**config.mk**
```make
export PLATFORM = sky130hd
export DESIGN_NAME = muldiv_unit
export DESIGN_NICKNAME = d
export VERILOG_FILES = /design/src/rtl/muldiv_unit.sv
export SDC_FILE = /design/constraint.sdc
export NUM_CORES = 1
export LEC_CHECK = 0
export CORE_ASPECT_RATIO = 0.75
export CORE_MARGIN = 5
export CORE_UTILIZATION = 64
export DETAILED_ROUTE_END_ITERATION = 8
export PLACE_DENSITY = 0.87
export SYNTH_ARGS = -nofsm -noshare
export SYNTH_HDL_FRONTEND = slang
export SYNTH_SLANG_ARGS = --single-unit
```
**constraint.sdc**
```tcl
create_clock -name i_clk -period 16.8 [get_ports i_clk]
set_input_delay 3.36 -clock i_clk [delete_from_list [all_inputs] [get_ports i_clk]]
set_output_delay 3.36 -clock i_clk [all_outputs]
set_load 0.02 [all_outputs]
```
**src/rtl/muldiv_unit.sv**
```systemverilog
// Iterative HI/LO multiply/divide unit: one shift-add (MUL) or restoring
// shift-subtract (DIV) step per cycle, then a sign-fixup cycle before HI/LO write.
module muldiv_unit #(
    parameter int WIDTH = 32
) (
    input  logic             i_clk,
    input  logic             i_rst,
    input  logic             i_con_Start,
    input  logic [2:0]       i_con_Op,
    input  logic [WIDTH-1:0] i_data_A,
    input  logic [WIDTH-1:0] i_data_B,
    input  logic             i_con_Flush,
    output logic [WIDTH-1:0] o_data_Hi,
    output logic [WIDTH-1:0] o_data_Lo,
    output logic             o_con_Busy,
    output logic             o_con_Done
);

    localparam int CW = $clog2(WIDTH);

    localparam logic [1:0] S_IDLE = 2'd0;
    localparam logic [1:0] S_MUL  = 2'd1;
    localparam logic [1:0] S_DIV  = 2'd2;
    localparam logic [1:0] S_FIX  = 2'd3;

    localparam logic [2:0] OP_MULT  = 3'd0;
    localparam logic [2:0] OP_MULTU = 3'd1;
    localparam logic [2:0] OP_DIV   = 3'd2;
    localparam logic [2:0] OP_DIVU  = 3'd3;
    localparam logic [2:0] OP_MTHI  = 3'd4;
    localparam logic [2:0] OP_MTLO  = 3'd5;

    logic [1:0]         r_state;
    logic [CW-1:0]      r_cnt;
    logic [2*WIDTH-1:0] r_acc;
    logic [WIDTH-1:0]   r_opb;
    logic               r_neg_q;
    logic               r_neg_r;
    logic               r_dz;
    logic               r_is_div;
    logic [WIDTH-1:0]   r_hi;
    logic [WIDTH-1:0]   r_lo;
    logic               r_done;

    logic               w_signed;
    logic               w_a_neg;
    logic               w_b_neg;
    logic [WIDTH-1:0]   w_a_mag;
    logic [WIDTH-1:0]   w_b_mag;
    logic [WIDTH:0]     w_mul_sum;
    logic [2*WIDTH-1:0] w_mul_next;
    logic [WIDTH:0]     w_div_shift;
    logic [WIDTH:0]     w_div_diff;
    logic               w_div_ok;
    logic [2*WIDTH-1:0] w_div_next;
    logic [2*WIDTH-1:0] w_prod;
    logic [WIDTH-1:0]   w_quo;
    logic [WIDTH-1:0]   w_rem;
    logic [WIDTH-1:0]   w_fix_hi;
    logic [WIDTH-1:0]   w_fix_lo;
    logic               w_last;

    // Signed ops iterate on magnitudes; signs are reapplied in FIX.
    assign w_signed = (i_con_Op == OP_MULT) || (i_con_Op == OP_DIV);
    assign w_a_neg  = w_signed & i_data_A[WIDTH-1];
    assign w_b_neg  = w_signed & i_data_B[WIDTH-1];
    assign w_a_mag  = w_a_neg ? (~i_data_A + 1'b1) : i_data_A;
    assign w_b_mag  = w_b_neg ? (~i_data_B + 1'b1) : i_data_B;

    // Multiply: acc = {partial product, remaining multiplier bits}.
    assign w_mul_sum  = {1'b0, r_acc[2*WIDTH-1:WIDTH]} + (r_acc[0] ? {1'b0, r_opb} : {(WIDTH+1){1'b0}});
    assign w_mul_next = {w_mul_sum, r_acc[WIDTH-1:1]};

    // Divide: acc = {partial remainder, dividend bits shifting into quotient}.
    assign w_div_shift = r_acc[2*WIDTH-1:WIDTH-1];
    assign w_div_diff  = w_div_shift - {1'b0, r_opb};
    assign w_div_ok    = ~w_div_diff[WIDTH];
    assign w_div_next  = {(w_div_ok ? w_div_diff[WIDTH-1:0] : w_div_shift[WIDTH-1:0]),
                          r_acc[WIDTH-2:0], w_div_ok};

    assign w_prod = r_neg_q ? (~r_acc + 1'b1) : r_acc;
    assign w_quo  = r_acc[WIDTH-1:0];
    assign w_rem  = r_acc[2*WIDTH-1:WIDTH];

    // Divide by zero leaves the remainder equal to |dividend|, so only LO needs forcing.
    always_comb begin
        w_fix_hi = w_prod[2*WIDTH-1:WIDTH];
        w_fix_lo = w_prod[WIDTH-1:0];
        if (r_is_div) begin
            w_fix_hi = r_neg_r ? (~w_rem + 1'b1) : w_rem;
            w_fix_lo = r_dz ? {WIDTH{1'b1}} : (r_neg_q ? (~w_quo + 1'b1) : w_quo);
        end
    end

    assign w_last = (r_cnt == CW'(WIDTH-1));

    always_ff @(posedge i_clk or posedge i_rst) begin
        if (i_rst) begin
            r_state  <= S_IDLE;
            r_cnt    <= '0;
            r_acc    <= '0;
            r_opb    <= '0;
            r_neg_q  <= 1'b0;
            r_neg_r  <= 1'b0;
            r_dz     <= 1'b0;
            r_is_div <= 1'b0;
            r_hi     <= '0;
            r_lo     <= '0;
            r_done   <= 1'b0;
        end else begin
            r_done <= 1'b0;
            case (r_state)
                S_IDLE: begin
                    if (i_con_Start && !i_con_Flush) begin
                        case (i_con_Op)
                            OP_MULT, OP_MULTU: begin
                                r_state  <= S_MUL;
                                r_cnt    <= '0;
                                r_acc    <= {{WIDTH{1'b0}}, w_b_mag};
                                r_opb    <= w_a_mag;
                                r_neg_q  <= w_a_neg ^ w_b_neg;
                                r_neg_r  <= 1'b0;
                                r_dz     <= 1'b0;
                                r_is_div <= 1'b0;
                            end
                            OP_DIV, OP_DIVU: begin
                                r_state  <= S_DIV;
                                r_cnt    <= '0;
                                r_acc    <= {{WIDTH{1'b0}}, w_a_mag};
                                r_opb    <= w_b_mag;
                                r_neg_q  <= w_a_neg ^ w_b_neg;
                                r_neg_r  <= w_a_neg;
                                r_dz     <= (i_data_B == '0);
                                r_is_div <= 1'b1;
                            end
                            OP_MTHI: begin
                                r_hi   <= i_data_A;
                                r_done <= 1'b1;
                            end
                            OP_MTLO: begin
                                r_lo   <= i_data_A;
                                r_done <= 1'b1;
                            end
                            default: ;
                        endcase
                    end
                end
                S_MUL, S_DIV: begin
                    if (i_con_Flush) begin
                        r_state <= S_IDLE;
                    end else begin
                        r_acc <= (r_state == S_MUL) ? w_mul_next : w_div_next;
                        r_cnt <= r_cnt + 1'b1;
                        if (w_last)
                            r_state <= S_FIX;
                    end
                end
                S_FIX: begin
                    r_state <= S_IDLE;
                    if (!i_con_Flush) begin
                        r_hi   <= w_fix_hi;
                        r_lo   <= w_fix_lo;
                        r_done <= 1'b1;
                    end
                end
                default: r_state <= S_IDLE;
            endcase
        end
    end

    assign o_data_Hi  = r_hi;
    assign o_data_Lo  = r_lo;
    assign o_con_Busy = (r_state != S_IDLE);
    assign o_con_Done = r_done;

endmodule

```
* Word level (Yosys, flattened, before mapping)
Index checks and enable logic that the tools add are counted.
** Operators by class
- Add/sub/neg operators :: 8
- Equality and inequality tests :: 17
- Mux-type cells :: 40
- Bitwise operators :: 9
- Reduce and logical (&&, ||, !) cells :: 22
** Operator list (number)
- 32-bit 2-to-1 mux :: 15
- 64-bit 2-to-1 mux :: 4
- 64-bit one-hot mux with 2 select lines :: 2
- 32-bit one-hot mux with 2 select lines :: 3
- 32-bit by 1-bit adder with 32-bit output (second input constant) :: 4
- 32-bit NOT :: 4
- 64-bit by 1-bit adder with 64-bit output (second input constant) :: 1
- 64-bit NOT :: 1
- 32-bit by 32-bit adder with 33-bit output :: 1
- 33-bit by 32-bit subtractor with 33-bit output :: 1
- 32-bit logical NOT :: 1
- 4-bit AND reduction :: 4
- 5-bit 2-to-1 mux :: 3
- 5-bit one-hot mux with 2 select lines :: 1
- 3-bit AND reduction :: 3
- 2-bit inequality test (second input constant) :: 4
- 1-bit one-hot mux with 2 select lines :: 4
- 2-bit nonzero test :: 4
- 2-bit OR reduction :: 4
- 3-bit by 2-bit == test with 1-bit output (second input constant) :: 2
- 3-bit == test (second input constant) :: 2
- 2-bit 2-to-1 mux :: 3
- 2-bit one-hot mux with 3 select lines :: 1
- 5-bit by 1-bit adder with 5-bit output (second input constant) :: 1
- other kinds (18) :: 23
** Word-level totals
- Register bits :: 172
- Input bits :: 71
- Output and inout port bits :: 66

* Depth between registers and ports, before layout
Gate-level depths: netlist of run 1.
- Word-level depth :: 7
- Gate-level depth with buffers :: 14
- Mapped depth without buffers :: 13

* Worst setup path after synthesis of run 1
Ideal clock, no wire load.
- Path type :: in2reg
- From :: input i_data_B[9]
- To :: register r_acc[31]
- Library setup time :: 83 ps
- Arrival time :: 5760 ps
- Slack :: 10957 ps
- Stages on the path :: 9
- Buffers on the path :: 0
- Cells stage by stage :: or4_1 > or3_1 > or4_1 > nor4_1 > nand2_1 > a21bo_2 > o21ai_0 > o21ai_0 > o21ai_0
** Between the ends
- Cells in the longest elaborated chain, start to end :: 6
** Ends and longest elaborated chain
- from (decl) :: line 11 : input logic [WIDTH-1:0] i_data_B,
- 32-bit NOT :: line 68 : assign w_b_mag = w_b_neg ? (~i_data_B + 1'b1) : i_data_B;
- 32-bit by 1-bit adder with 32-bit output :: line 68
- 32-bit 2-to-1 mux :: line 68
- 64-bit one-hot mux with 2 select lines :: line 115 : case (i_con_Op)
- 64-bit 2-to-1 mux :: line 114 : if (i_con_Start && !i_con_Flush) begin
- 64-bit one-hot mux with 2 select lines :: line 112 : case (r_state)
- to (signal assigned) :: line 119 : r_acc <= {{WIDTH{1'b0}}, w_b_mag};
- to (signal assigned) :: line 129 : r_acc <= {{WIDTH{1'b0}}, w_a_mag};
- to (signal assigned) :: line 152 : r_acc <= (r_state == S_MUL) ? w_mul_next : w_div_next;
- to (decl) :: line 35 : logic [2*WIDTH-1:0] r_acc;
Every way passes these cells. The select of a mux whose other input is x is not followed.
A chain may end at the register's enable or synchronous reset.

* Final worst setup path of run 1
- From :: input i_data_B[7]
- To :: register r_acc[28]
The elaborated chain is that of the path after synthesis.

==> impl_metrics.py, run 1 <==
metrics = {
    "grt": {
        "grt_max_degree": 102,
        "antenna_found_initial": 2,
        "grt_pass1_vias": 14440,
        "grtUsageTotal_pct": 38.08,
        "grt_pass1_wl_um": 81250,
        "grt.overflow.total": 0,
    },
    "floorplanning": {
        "fp-row-count": 48,
        "design.die.area_sq_mm": 0.02676,
        "core_sq_mm": 0.02312,
        "fp.dieH_um": 142.9,
        "start_util_pct": 65.21,
        "floorplan.io_pins": 137,
        "fp.dieW_um": 187.2,
    },
    "sta": {
        "final.setup_skew_ps": 13.80,
        "hold_violations": 0,
        "period_share_pct": 39.77,
        "setup_viol": 0,
        "final_max_slew_viol_count": 0,
        "tns_ps": 0,
        "fmaxAchievable_ghz": 0.1497,
        "whs_ps": 475.8,
        "slew_headroom_pct": 10.09,
        "fin_crit_ps": 6681,
        "rsz0062_at_grt": "no",
        "tightestPinTransition_ps": 1345,
    },
    "route": {
        "route.detailed.drc": 0,
        "dr.pass1.iters": 8,
        "vias": 15810,
        "wl_um": 51650,
        "post_drt_wl_per_cell_um": 22.65,
        "ant_nets": 0,
        "avgViaCountPerCell": 6.935,
        "drtIter0Drc": 2712,
    },
    "worst_setup_path": {
        "cp-start-kind": "input pin",
        "end_kind": "flip-flop",
        "worstSetupStartpoint": "i_data_B[7]",
        "crit_required_ps": 17080,
        "crit_fanout": 6,
        "path_class": "input pin to flip-flop",
        "arrival_ps": 6960,
        "r2r_start": "r_acc[0]",
    },
    "logic_synthesis": {
        "synthCells": 1914,
        "ys.flop_type": "dfrtp_1",
        "synth_top_area_share_pct": 28.55,
        "syn-cell-area_sq_mm": 0.01508,
        "netlist_top_cells_area": "dfrtp_1, o21ai_0, ha_1",
        "yosys.area.top_type": "dfrtp_1",
        "syn_nets": 2060,
        "synth_cell_type_count": 79,
        "yosys_warnings": 0,
        "avgSynthCellArea_sq_um": 7.877,
        "async_flop_share_pct": 100.0,
        "synth_edf_count": 0,
        "synth-seq-area-share_pct": 28.55,
        "synth_seq_cells": 172,
    },
    "clock_network": {
        "clkSinkCount": 172,
        "cts_hold_buf": 0,
        "cts_tree": "done",
        "cts_max_level": 4,
        "cts_buffers": 17,
        "cts_root_buf": "clkbuf_16",
        "postCtsSetupBuffers": 0,
        "cts_buffer_depth": 2,
        "clk_latency_ps": 460,
        "cts.reportedPaths.clkPinSlew_ps": 70,
        "post_cts_resized": 0,
    },
    "hold_path": {
        "hp-start": "o_data_Hi[16]",
        "hp-class": "flip-flop to flip-flop",
    },
    "power": {
        "p_per_area_mw_per_mm2": 218.9,
        "ir_drop_v": 0.0001580,
        "static-leakage-power_nw": 7.334,
    },
    "cells_and_area": {
        "n_fill_cell": 1797,
        "regArea_sq_mm": 0.004304,
        "fin_cells": 2280,
        "drive_above_1_share_pct": 5.862,
        "final_cell_area_sq_mm": 0.01709,
        "areaGrowthSynthToFinish_pct": 13.35,
        "multi_input_area_sq_mm": 0.01005,
        "nNetsFinal": 2112,
    },
    "placed_design": {
        "dpl-instance-area_sq_mm": 0.01651,
        "dp.final_hpwl_um": 38700,
        "gp_congestion": 1.059,
        "placed_cells": 2247,
        "io_buffers": 136,
    },
    "run_status": {
        "outcome": "finished clean",
    },
    "job": {
        "max-cap-violations": 0,
    },
}
-- flip-flops by register name, indices dropped and copies added, names as in the netlist --
name	flops
r_opb	32
r_neg_q	1
r_acc	64
o_data_Hi	32
r_neg_r	1
r_dz	1
o_con_Done	1
r_is_div	1
o_data_Lo	32
r_cnt	5
r_state	2
-- per-layer routing --
| metal | vias up | wire, um | part of all wire, % | GRT usage [%] |
|---|---|---|---|---|
| li1 | 7065 | - | - | - |
| met3 | 205 | 7206 | 14 | 11.90 |
| met5 | - | 13 | 0.025 | 0 |
| met2 | 1181 | 21380 | 41 | 55.68 |
| met4 | 2 | 2171 | 4.2 | 15.56 |
| met1 | 7358 | 20870 | 40 | 52.84 |
-- cell usage in the layout (no fill, tap or decap), types with 31 or more instances in the layout --
master             n
xnor2_1           96
nor3_1            39
clkdlybuf4s50_1  136
dfrtp_1          172
mux2i_1           39
nand2_1          203
nor2_1           162
o21ai_0          183
ha_1              71
a22oi_1           32
a21o_1            43
o31ai_1           31
inv_1             67
xor2_1            70
a21oi_1          160
-- Yosys cell counts, types with 18 or more instances --
| master | count |
|---|---|
| o22ai_1 | 27 |
| inv_1 | 68 |
| nor3_1 | 39 |
| nand2_1 | 203 |
| nand2b_1 | 24 |
| o21ai_0 | 183 |
| and3_1 | 24 |
| nor2_1 | 163 |
| dfrtp_1 | 172 |
| clkbuf_1 | 100 |
| xnor2_1 | 96 |
| mux2i_1 | 39 |
| ha_1 | 73 |
| a211oi_1 | 28 |
| or3_1 | 19 |
| a21oi_1 | 160 |
| mux2_2 | 28 |
| xor2_1 | 70 |
| a21o_1 | 43 |
| a22oi_1 | 32 |
| o221ai_1 | 18 |
| o31ai_1 | 31 |
| nand3_1 | 24 |
-- worst max-delay path, stage by stage --
cell,delay (ps)
clkdlybuf4s50_1,470
or4_1,580
or3_1,410
nor4_2,670
nor4b_2,610
a31oi_1,190
xnor2_1,210
nor3_1,60
a221oi_1,280
a21oi_1,110
-- stage by stage --
step           setup slack (ps)  util (%)  total power [mW]
6_report                  10120     73.91             3.741
3_5_place_dp               9865     71.39             3.253
5_1_grt                   10060     73.90             3.993
4_1_cts                   10310     73.90             3.669
2_1_floorplan              8780         -             2.548
3_3_place_gp               9972     71.39             3.166
-- cell families (layout without fill, tap and decap cells) --
kind of cell    after synthesis  in the layout  share of synthesized area [%]
simple gates                588            588                          18.43
compound gates              654            654                          27.44
buf+inv                     192            257                          4.938
fa+ha+maj                    75             75                          6.324
mux                          67             67                          4.680
xor+xnor                    166            166                          9.643
other cells                   0              1                              0
flops                       172            172                          28.55
-- cell type report --
| class | count | area share (%) |
|---|---|---|
| clock buffers | 18 | 2.570 |
| diodes | 1 | 0.01464 |
| clock inverters | 14 | 0.8346 |
| flip-flops and latches | 172 | 25.18 |
| well taps | 300 | 2.196 |
| inverters | 68 | 1.523 |
| multi-input cells | 1550 | 58.79 |
| repair buffers | 157 | 8.888 |
-- report_power, final --
group          internal (mW)  switching, mW
registers              0.600          0.231
logic                   1.00           1.50
clock network          0.223          0.182
total                   1.83           1.91
-- worst paths after layout --
path	depth (start not counted)	to	slack [ps]
hold / removal	1	o_data_Hi[16]	480
setup reg to reg	13	o_data_Hi[12]	12320
max in group asynchronous	3	r_acc[37]	11760
setup / recovery	10	r_acc[28]	10120
min in group asynchronous	2	o_data_Lo[25]	3500
hold reg to reg	1	o_data_Hi[16]	480
Power figures use the tool's default switching activity.
==> run 2, diff against run 1 <==
CORE_UTILIZATION = 60   (was 64)
PLACE_DENSITY = 0.83   (was 0.87)
clock period = 6.8 ns   (was 16.8 ns; I/O delays follow)
==> run 2 against run 1 <==
Worst hold slack improved by 3.3 ps. Critical path depth did not move. Non-clock buffer count rose by 1. Total power rose by 150%. Global-route usage fell by 1.7 points. Clock skew fell by 1.8 ps. First-iteration DRC count fell by 30%. Critical path type unchanged.
==> impl_metrics.py, run 2 (synthesis results as in run 1) <==
metrics = {
    "grt": {
        "use_met2_pct": 53.26,
        "use_met3_pct": 8.670,
        "grt.overflow.total": 0,
        "grt_max_degree": 76,
        "grt_pass1_vias": 14070,
        "grt_pass1_wl_um": 81470,
        "top_usage_layer": "met1",
        "antenna_found_initial": 3,
        "grtUsageTotal_pct": 36.40,
        "grt_use_met1_pct": 53.57,
    },
    "route": {
        "ant_nets": 0,
        "dr.pass1.iters": 6,
        "vias": 15540,
        "avgViaCountPerCell": 6.704,
        "wl_um": 52610,
        "post_drt_wl_per_cell_um": 22.69,
        "route.detailed.drc": 0,
        "drtIter0Drc": 1892,
    },
    "clock_network": {
        "cts_root_buf": "clkbuf_16",
        "cts_tree": "done",
        "clkSinkCount": 172,
        "cts_max_level": 4,
        "clk_latency_ps": 450,
        "postCtsSetupBuffers": 0,
        "cts_buffer_depth": 2,
        "post_cts_resized": 0,
        "cts_hold_buf": 0,
        "cts_buffers": 17,
        "cts.reportedPaths.clkPinSlew_ps": 70,
    },
    "floorplanning": {
        "start_util_pct": 60.71,
        "floorplan.io_pins": 137,
        "fp-row-count": 50,
        "fp.dieH_um": 147.3,
        "design.die.area_sq_mm": 0.02843,
        "fp.dieW_um": 193.0,
        "core_sq_mm": 0.02484,
    },
    "sta": {
        "setup_viol": 0,
        "final.setup_skew_ps": 11.98,
        "tightestPinTransition_ps": 1105,
        "fin_crit_ps": 4697,
        "tns_ps": 0,
        "final_max_slew_viol_count": 0,
        "period_share_pct": 69.07,
        "rsz0062_at_grt": "no",
        "fin_ws_ps": 2103,
        "slew_headroom_pct": 26.12,
        "fmaxAchievable_ghz": 0.2129,
        "hold_violations": 0,
    },
    "hold_path": {
        "hp-class": "flip-flop to flip-flop",
    },
    "worst_setup_path": {
        "arrival_ps": 5010,
        "path_cells": "clkdlybuf4s50_1 -> or4_1 -> or3_1 -> nor4_2 -> nor4b_2 -> a31oi_1 -> xnor2_1 -> nor3_1 -> a221oi_1 -> a21oi_1",
        "end_kind": "flip-flop",
        "slowest_stage": "nor4_2",
        "crit_required_ps": 7110,
        "slowest_delay_ps": 670,
        "cp-start-kind": "input pin",
        "path_class": "input pin to flip-flop",
        "critPathBufInv": 1,
        "crit_family": "simple AND/OR/NAND/NOR gates",
        "crit_fanout": 6,
    },
    "cells_and_area": {
        "fin_cells": 2318,
        "n_fill_cell": 2054,
        "drive_above_1_share_pct": 5.909,
        "nNetsFinal": 2113,
        "areaGrowthSynthToFinish_pct": 14.08,
        "largest-register": "r_acc",
        "largest_reg_flops": 64,
        "final_cell_mix": "nand2_1, o21ai_0, dfrtp_1",
        "antenna_cells": 0,
        "final_common_cell": "nand2_1",
    },
    "placed_design": {
        "gp_congestion": 0.9879,
        "placed_cells": 2286,
        "dp.final_hpwl_um": 39540,
        "io_buffers": 136,
        "pre_cts_ws_ps": 1820,
    },
    "job": {
        "max-cap-violations": 0,
    },
    "power": {
        "ir_drop_v": 0.0003467,
        "p_per_area_mw_per_mm2": 542.2,
        "static-leakage-power_nw": 7.359,
    },
    "run_status": {
        "outcome": "finished clean",
    },
}
[run 2: final timing paths]
| path | from | to | slack, ps | depth (start not counted) |
|---|---|---|---|---|
| worst max-delay path | i_data_B[7] | r_acc[28] | 2100 | 10 |
| worst min-delay path | o_data_Lo[26] | o_data_Lo[26] | 480 | 2 |
| worst max register to register | r_acc[31] | r_acc[42] | 2350 | 12 |
| worst min register to register | o_data_Lo[26] | o_data_Lo[26] | 480 | 2 |
| max in group asynchronous | i_rst | r_acc[42] | 4090 | 3 |
| min in group asynchronous | i_rst | o_data_Lo[24] | 1380 | 2 |
[run 2: per-stage QoR]
step / hold WS [ps] / power, mW / area [sq um] / util (%)
6_report: 479.1 / 9.326 / 17200 / 69.25
5_1_grt: 501.1 / 9.948 / 17200 / 69.25
4_1_cts: 484.2 / 9.177 / 17200 / 69.25
3_5_place_dp: 469.0 / 8.057 / 16560 / 66.69
3_3_place_gp: 461.3 / 7.907 / 16560 / 66.69
2_1_floorplan: 455.9 / 6.296 / 15080 / -
[run 2: cell type report]
| class | instances | area, sq um | share of cell area (%) |
|---|---|---|---|
| multi-input cells | 1550 | 10050 | 58.43 |
| flip-flops and latches | 172 | 4304 | 25.02 |
| repair buffers | 158 | 1526 | 8.875 |
| clock buffers | 18 | 429.2 | 2.495 |
| inverters | 68 | 260.3 | 1.513 |
| clock inverters | 14 | 207.7 | 1.208 |
| well taps | 338 | 422.9 | 2.459 |
[run 2: layer usage]
metal / vias up / part of all wire, % / wire length (um)
li1: 7087 / - / -
met1: 7373 / 43 / 22490
met2: 957 / 43 / 22470
met3: 120 / 12 / 6172
met4: 4 / 2.7 / 1438
met5: - / 0.063 / 33
[run 2: worst reg2reg max path, stage by stage, from the launching register on]
cell and delay (ps):
dfrtp_1 600, inv_1 190, ha_1 280, fa_1 390, nor2b_1 210, o31a_1 230, o41a_1 260, a211o_1 340
a211oi_1 210, nor3_4 940, mux2_2 440, o21ai_0 180, nand2_1 70
[run 2: power breakdown]
group / leakage [nW] / switching, mW / total (mW) / internal, mW
clock: 0.304 / 0.471 / 1.09 / 0.624
combinational: 4.91 / 3.69 / 6.18 / 2.48
sequential: 2.14 / 0.573 / 2.05 / 1.48
